[src/rtl/tank_pump_ctrl_pkg.sv]
// tank_pkg: shared state encoding and defaults for the tank pump controller
package tank_pkg;
  typedef enum logic [1:0] {IDLE = 2'd0, PUMP = 2'd1, REST = 2'd2, FAULT = 2'd3} state_t;
  localparam int DEF_LVL = 0;
endpackage

[src/rtl/tank_pump_ctrl_sat_counter.sv]
// sat_counter: up-counter with synchronous clear that holds at MAX
module sat_counter #(
  parameter int W = 8,
  parameter logic [W-1:0] MAX = '1
) (
  input  logic         clk,
  input  logic         rst,
  input  logic         clr,
  input  logic         inc,
  output logic [W-1:0] q
);
  logic [W-1:0] cnt_q, cnt_d;
  always_comb cnt_d = clr ? '0 : (inc && cnt_q != MAX) ? cnt_q + 1'b1 : cnt_q;
  always_ff @(posedge clk or negedge rst)
    if (!rst) cnt_q <= '0;
    else cnt_q <= cnt_d;
  assign q = cnt_q;
endmodule

[src/rtl/tank_pump_ctrl.sv]
// tank_pump_ctrl: hysteresis pump control with min on/off times and dry-run fault latch
module tank_pump_ctrl import tank_pkg::*; #(
  parameter int LW      = 8,
  parameter int MIN_ON  = 16,
  parameter int MIN_OFF = 16,
  parameter int DRY_CYC = 64,
  parameter int SW      = 16
) (
  input  logic          clk,
  input  logic          rst,
  input  logic          en,
  input  logic [LW-1:0] lvl,
  input  logic [LW-1:0] low_th,
  input  logic [LW-1:0] high_th,
  input  logic          fault_clr,
  output logic          mot_on,
  output logic          fault,
  output logic          cfg_err,
  output logic [1:0]    state,
  output logic [SW-1:0] starts
);
  localparam int MX = (MIN_ON > MIN_OFF) ? ((MIN_ON > DRY_CYC) ? MIN_ON : DRY_CYC)
                                         : ((MIN_OFF > DRY_CYC) ? MIN_OFF : DRY_CYC);
  localparam int TW = (MX > 1) ? $clog2(MX) : 1;
  localparam logic [TW-1:0] ON_M  = TW'(MIN_ON - 1);
  localparam logic [TW-1:0] OFF_M = TW'(MIN_OFF - 1);
  localparam logic [TW-1:0] DRY_M = TW'(DRY_CYC - 1);
  state_t state_q, state_d;
  logic [LW-1:0] snap_q, snap_d;
  logic [TW-1:0] on_cnt, off_cnt, dry_cnt;
  logic hi, rise, start, dry_clr;
  assign cfg_err = low_th >= high_th;
  always_comb begin
    hi      = lvl >= high_th;
    rise    = lvl > snap_q;
    start   = state_q == IDLE && en && !cfg_err && lvl <= low_th;
    dry_clr = state_q != PUMP || hi || rise;
    snap_d  = (start || (state_q == PUMP && !hi && rise)) ? lvl : snap_q;
    state_d = state_q;
    case (state_q)
      IDLE:    state_d = start ? PUMP : IDLE;
      PUMP:    state_d = (!en || cfg_err) ? REST
                       : hi ? ((on_cnt == ON_M) ? REST : PUMP)
                       : (!rise && dry_cnt == DRY_M) ? FAULT : PUMP;
      REST:    state_d = (off_cnt == OFF_M) ? IDLE : REST;
      default: state_d = fault_clr ? REST : FAULT;
    endcase
  end
  always_ff @(posedge clk or negedge rst)
    if (!rst) begin
      state_q <= IDLE;
      snap_q  <= LW'(DEF_LVL);
    end else begin
      state_q <= state_d;
      snap_q  <= snap_d;
    end
  // timers clear whenever their owning state is not active, so they start at 0 on entry
  sat_counter #(.W(TW), .MAX(ON_M)) u_on (
    .clk(clk), .rst(rst), .clr(state_q != PUMP), .inc(1'b1), .q(on_cnt));
  sat_counter #(.W(TW), .MAX(OFF_M)) u_off (
    .clk(clk), .rst(rst), .clr(state_q != REST), .inc(1'b1), .q(off_cnt));
  sat_counter #(.W(TW), .MAX(DRY_M)) u_dry (
    .clk(clk), .rst(rst), .clr(dry_clr), .inc(1'b1), .q(dry_cnt));
  sat_counter #(.W(SW), .MAX({SW{1'b1}})) u_starts (
    .clk(clk), .rst(rst), .clr(1'b0), .inc(start), .q(starts));
  assign mot_on = state_q == PUMP;
  assign fault  = state_q == FAULT;
  assign state  = state_q;
endmodule

[config.mk]
export PLATFORM = sky130hd
export DESIGN_NAME = tank_pump_ctrl
export DESIGN_NICKNAME = d
export VERILOG_FILES = /design/src/rtl/tank_pump_ctrl_pkg.sv /design/src/rtl/tank_pump_ctrl_sat_counter.sv /design/src/rtl/tank_pump_ctrl.sv
export SDC_FILE = /design/constraint.sdc
export NUM_CORES = 1
export LEC_CHECK = 0
export ABC_AREA = 1
export BUFFER_PORTS_ARGS = -buffer_cell sky130_fd_sc_hd__buf_2
export CAP_MARGIN = 20
export CORE_ASPECT_RATIO = 1.5
export CORE_MARGIN = 1.5
export CORE_UTILIZATION = 30
export CTS_CLUSTER_DIAMETER = 50
export CTS_CLUSTER_SIZE = 30
export DETAILED_ROUTE_END_ITERATION = 8
export HOLD_SLACK_MARGIN = 0.1
export PLACE_DENSITY_LB_ADDON = 0.15
export SYNTH_ARGS = -nofsm -noshare
export SYNTH_HDL_FRONTEND = slang
export SYNTH_SLANG_ARGS = --single-unit
[constraint.sdc]
create_clock -name clk -period 2.85 [get_ports clk]
set_input_delay 0.4275 -clock clk [delete_from_list [all_inputs] [get_ports clk]]
set_output_delay 0.4275 -clock clk [all_outputs]
set_load 0.05 [all_outputs]
**Word level (Yosys, flattened, before mapping)**

Cells that the tools add are included.

- Input port bits: 28
- Output and inout port bits: 21
- Flip-flop bits (word level): 44
- Logic and storage cells: 59

- Magnitude comparators: 4
- Equal/unequal tests: 12
- Add/sub/neg operators: 4
- Reduce and logical (&&, ||, !) cells: 19
- Multiplexer cells: 14

Operator list:

| operator | number |
|---|---|
| $mux W6 | 6 |
| $add A6 B1 Y6 const B | 3 |
| $add A16 B1 Y16 const B | 1 |
| $ge A8 B8 Y1 | 2 |
| $ne A16 B16 Y1 const B | 1 |
| $eq A6 B4 Y1 const B | 2 |
| $ne A6 B4 Y1 const B | 2 |
| $mux W2 | 5 |
| $gt A8 B8 Y1 | 1 |
| $le A8 B8 Y1 | 1 |
| $logic_and A1 B1 Y1 | 7 |
| $eq A6 B6 Y1 const B | 1 |
| $ne A6 B6 Y1 const B | 1 |
| $pmux W2 S3 | 1 |
| $reduce_bool A2 Y1 | 3 |
| $eq A2 B2 Y1 const B | 2 |
| $logic_not A1 Y1 | 4 |
| $logic_or A1 B1 Y1 | 4 |
| $eq A2 B1 Y1 const B | 1 |
| $logic_not A2 Y1 | 1 |
| $mux W1 | 2 |
| $ne A2 B1 Y1 const B | 1 |
| $ne A2 B2 Y1 const B | 1 |

**Longest topological paths before layout**

- Depth after elaboration: 7
- Gate-level depth with buffers: 14
- Gate-level depth less buffers: 14

**Cells and area by module**

A second synthesis with hierarchy kept.

- Cell total of the unflattened synthesis: 498
- Area total of the unflattened synthesis: 3520.9 µm²

By module, submodules not included:

| module | seq. area each (µm²) | area an instance (µm²) | cells each | times used |
|---|---|---|---|---|
| tank_pump_ctrl | 250.2 | 1378.8 | 204 | 1 |
| sat_counter (u_starts) | 400.4 | 1037.2 | 144 | 1 |
| sat_counter (u_off ...) | 150.1 | 359.1 | 49 | 2 |
| sat_counter (u_dry) | 150.1 | 386.6 | 52 | 1 |

**Least setup slack after synthesis**

Ideal clock, no wire load.

- Kind: in2reg
- Start: input high_th[7]
- End: register u_starts.cnt_q[10], in the netlist u_starts.q[10]
- Stages: 10
- Path slack: 0.873 ns
- Data arrival time: 1.857 ns
- Cell sequence: inv_1 -> ha_1 -> a21o_1 -> nor2_2 -> nand3_4 -> nor2_8 -> nand3_4 -> buf_6 -> nand2_1 -> nand2_1

- Longest elaborated chain between the ends: 5

RTL lines:

| what | RTL line | RTL |
|---|---|---|
| start: declaration | tank_pump_ctrl.sv:14 | `input logic [LW-1:0] high_th,` |
| $ge A8 B8 Y1 | tank_pump_ctrl.sv:32 | `assign cfg_err = low_th >= high_th;` |
| net cfg_err | tank_pump_ctrl.sv:18 | `output logic cfg_err,` |
| $logic_not A1 Y1 | tank_pump_ctrl.sv:36 | `start = state_q == IDLE && en && !cfg_err && lvl <= low_th;` |
| $logic_and A1 B1 Y1 (2 in series) | tank_pump_ctrl.sv:36 |  |
| $logic_and A1 B1 Y1 | tank_pump_ctrl_sat_counter.sv:13 | `always_comb cnt_d = clr ? '0 : (inc && cnt_q != MAX) ? cnt_q + 1'b1 : cnt_q;` |
| end signal: assignment | tank_pump_ctrl_sat_counter.sv:16 | `else cnt_q <= cnt_d;` |
| end: declaration | tank_pump_ctrl_sat_counter.sv:12 | `logic [W-1:0] cnt_q, cnt_d;` |

The timed path passes the listed nets, and every way through them passes these cells.
A chain may end at the register's enable or synchronous reset.

**Worst setup path in the final report**

- Start: input high_th[7]
- End: output cfg_err

- Longest elaborated chain between the ends: 1

RTL lines:

| what | RTL line |
|---|---|
| $ge A8 B8 Y1 | tank_pump_ctrl.sv:32 |
| end: declaration | tank_pump_ctrl.sv:18 |

No other way between the ends.

==> metrics.csv <==
stage,metric,value,unit
setup_path,CP required,2.42,ns
global_routing,GRT Total Usage,13.9,%
global_routing,vias in the first global route,2745,
status,outcome,completed,
logic_synthesis,register area share after synthesis,34.7,%
timing,period utilisation layout,74.8,%
setup_path,slowest CP cell,ha_1,
final_layout,layout net count,529,
detailed_routing,DRT iter0 DRCs,100,
final_layout,Final Util,36.6,%
global_routing,GRT overflow,0,
logic_synthesis,Synth cell types,29,
global_routing,largest net degree at the start of global routing,45,
clock_tree,TritonCTS Buffers,5,
clock_tree,Resized Gates After CTS,0,
timing,Max Freq,469,MHz
die,Site Rows,45,
logic_synthesis,Synth area leader,dfrtp_1,
clock_tree,Clock Pin Slew Worst Setup and Hold Paths,0.06,ns
setup_path,Critical Path Most Common Cell,buf_2,
die,Die Ht,129,um
clock_tree,CTS root buf,clkbuf_16,
clock_tree,Worst-Skew Late Latency,0.28,ns
final_layout,Reg area,1100,um2
min_path,worst hold start,lvl[0],
placed_design,Placed Area,3560,um2
logic_synthesis,Synth Net Count,476,
setup_path,CP Capture Type,output pin,
detailed_routing,DRC Markers,0,
setup_path,Reg2Reg Depth,11,
placed_design,GP Congestion,0.832,
clock_tree,clk buf depth,2,
clock_tree,CTS tree,done,
setup_path,arrival time worst endpoint,1.70,ns
setup_path,critical-path cell list,buf_2 -> inv_1 -> ha_1 -> nand2_1 -> nor2_1 -> nand4_1 -> nand3_4 -> buf_2,
min_path,HP Class,in2reg,
final_layout,Final Instance Area,3730,um2
setup_path,CP Launch Type,input pin,
timing,Setup TNS,0,ns
detailed_routing,DR pass1 iterations,4,
clock_tree,H-tree depth,2,
timing,setup violators final,0,
detailed_routing,Routed WL,6.97,mm
die,Die Area,11200,um2
timing,Max-slew headroom,69.9,%
setup_path,WS Path Type,in2out,
die,initial core utilization,31.1,%
die,# IOs,49,
pwr,overall power,2.18,mW
die,die width,86.9,um
detailed_routing,Vias,2742,
pwr,Leakage,2.05,nW
global_routing,antenna violations before repair,0,
flow_run,max_cap viols,0,
min_path,worst hold stages,3,
setup_path,worst flop-to-flop path endpoint,snap_q[2],
setup_path,"Largest stage delay, worst path",0.29,ns
placed_design,I/O Buffers,48,
timing,Final Hold Viols,0,
setup_path,launching point of the worst reg2reg path,snap_q[7],
placed_design,detailed placement HPWL,5.45,mm
logic_synthesis,Mapped Cells,412,
final_layout,fraction of layout cells with a size suffix above 1,14.8,%
detailed_routing,Detail Route Antenna Nets,0,
setup_path,critical path peak fanout,3,
final_layout,number of fillers in the final layout,1068,
logic_synthesis,Post-synth ARST share,100,%
global_routing,first-pass GRT wire length,12.3,mm
pwr,Pwr Density,583,nW/um2
logic_synthesis,area share of the largest cell type after synthesis,34.7,%
logic_synthesis,top post-synthesis cells by area,"dfrtp_1, ha_1, nand2_1, inv_1, nor2_1",
timing,Tmin final,2.13,ns
timing,unrepaired setup endpoints after global routing,false,
final_layout,area of the multi-input gates,1830,um2
timing,Worst-Margin Slew,0.450,ns
detailed_routing,DR WL/cell,11.5,um
die,core area,10200,um2
setup_path,Reg2Reg Setup Slack,1.03,ns
final_layout,Area Overhead vs Synth,17.8,%
logic_synthesis,Synth Cell Area,3170,um2
setup_path,Worst Path Buf+Inv,3,
detailed_routing,Via density,4.52,
clock_tree,Sink Count,44,
logic_synthesis,Seq cells post-synth,44,
final_layout,diodes inserted,0,
timing,Fin Clk Skew,0.00234,ns
logic_synthesis,syn avg cell area,7.69,um2
logic_synthesis,Synth Flop Type,dfrtp_1,
timing,final slew viol count,0,
setup_path,"delay-heaviest family, CP",simple AND/OR/NAND/NOR gates,
pwr,peak supply drop,0.216,mV
logic_synthesis,Post-synth EDFFs,0,
min_path,Hold Crit Endpoint,snap_q[0],
logic_synthesis,YS warnings,0,
report_power, final:
group / leakage (nW) / internal [mW] / switching, mW
Sequential: 0.595 / 0.730 / 0.0976
Clock: 0.0712 / 0.350 / 0.227
Combinational: 1.38 / 0.255 / 0.519
per-layer routing:
layer	GRT usage, %	wire length [um]
met1	16.7	3140
met2	24.4	3490
met3	2.31	216
met4	5.22	121
met5	0	0
cells in the final DEF, fill, tap and decap left out, types with 3 or more instances in the layout:
cell	count
nor3_1	3
xnor2_1	12
a21oi_1	15
o21a_1	3
nand2_1	114
dfrtp_1	44
inv_1	56
xor2_1	9
nand4_1	18
clkbuf_16	5
buf_2	48
nand3_1	29
ha_1	36
o21ai_0	10
nor2_1	41
registers in the layout, indices dropped and copies added (netlist names):
register	flops
state	2
u_starts.q	16
snap_q	8
u_off.q	6
u_dry.q	6
u_on.q	6
timing repair:
item | 4_1_cts | 5_1_grt
setup buffers | 0 | 0
hold buffers | 0 | 1
endpoints found under the setup margin | 0 | 0
hold endpoints to repair | 0 | 8
worst max-delay path by stage:
stage	cells after the start	start	end	slack, ns
final	8	high_th[7]	cfg_err	0.72
after global routing	8	high_th[7]	cfg_err	0.62
after CTS	8	high_th[7]	cfg_err	0.70
after detailed placement	9	low_th[7]	u_starts.q[7]	0.65
after global placement	10	high_th[7]	u_starts.q[15]	0.65
after floorplan	10	high_th[7]	u_starts.q[10]	0.87
metrics by stage:
step	cells	setup slack (ns)	hold slack, ns
global route	607	0.621	0.369
detailed placement	597	0.647	0.500
CTS	605	0.697	0.341
finish	607	0.718	0.346
floorplan	412	0.873	0.132
global placement	597	0.653	0.495
Yosys cell counts (3+ instances only):
cell	n
dfrtp_1	44
inv_1	56
xor2_1	9
nor2_1	41
o21a_1	3
nand4_1	18
a21oi_1	15
ha_1	36
nand3_1	29
o21ai_0	10
nand2_1	114
xnor2_1	12
nor3_1	3
kinds of logic (layout without fill, tap and decap cells):
kind of cell / Yosys count / in the layout / share of synthesized area (%)
xor+xnor: 21 / 21 / 5.80
compound gates: 31 / 31 / 5.41
flops: 44 / 44 / 34.7
fa+ha+maj: 36 / 36 / 14.2
buf+inv: 60 / 114 / 7.54
simple gates: 220 / 220 / 32.3
area by class of cell:
cell class	instances	area share [%]
well taps	141	4.73
flip-flops and latches	44	29.5
clock buffers	8	3.92
multi-input cells	308	49.0
inverters	56	5.63
repair buffers	50	7.24
worst register-to-register path: stages, from the launching register on:
cell and delay (ns):
dfrtp_1 0.35, inv_1 0.05, ha_1 0.29, nand2_1 0.08
nor2_1 0.18, nand3_1 0.09, nor2_1 0.14, a21oi_1 0.09
nand2_2 0.21, nand2_4 0.12, nand2_1 0.08, nand2_1 0.05
Note: power is estimated with default switching activity, not from simulation.
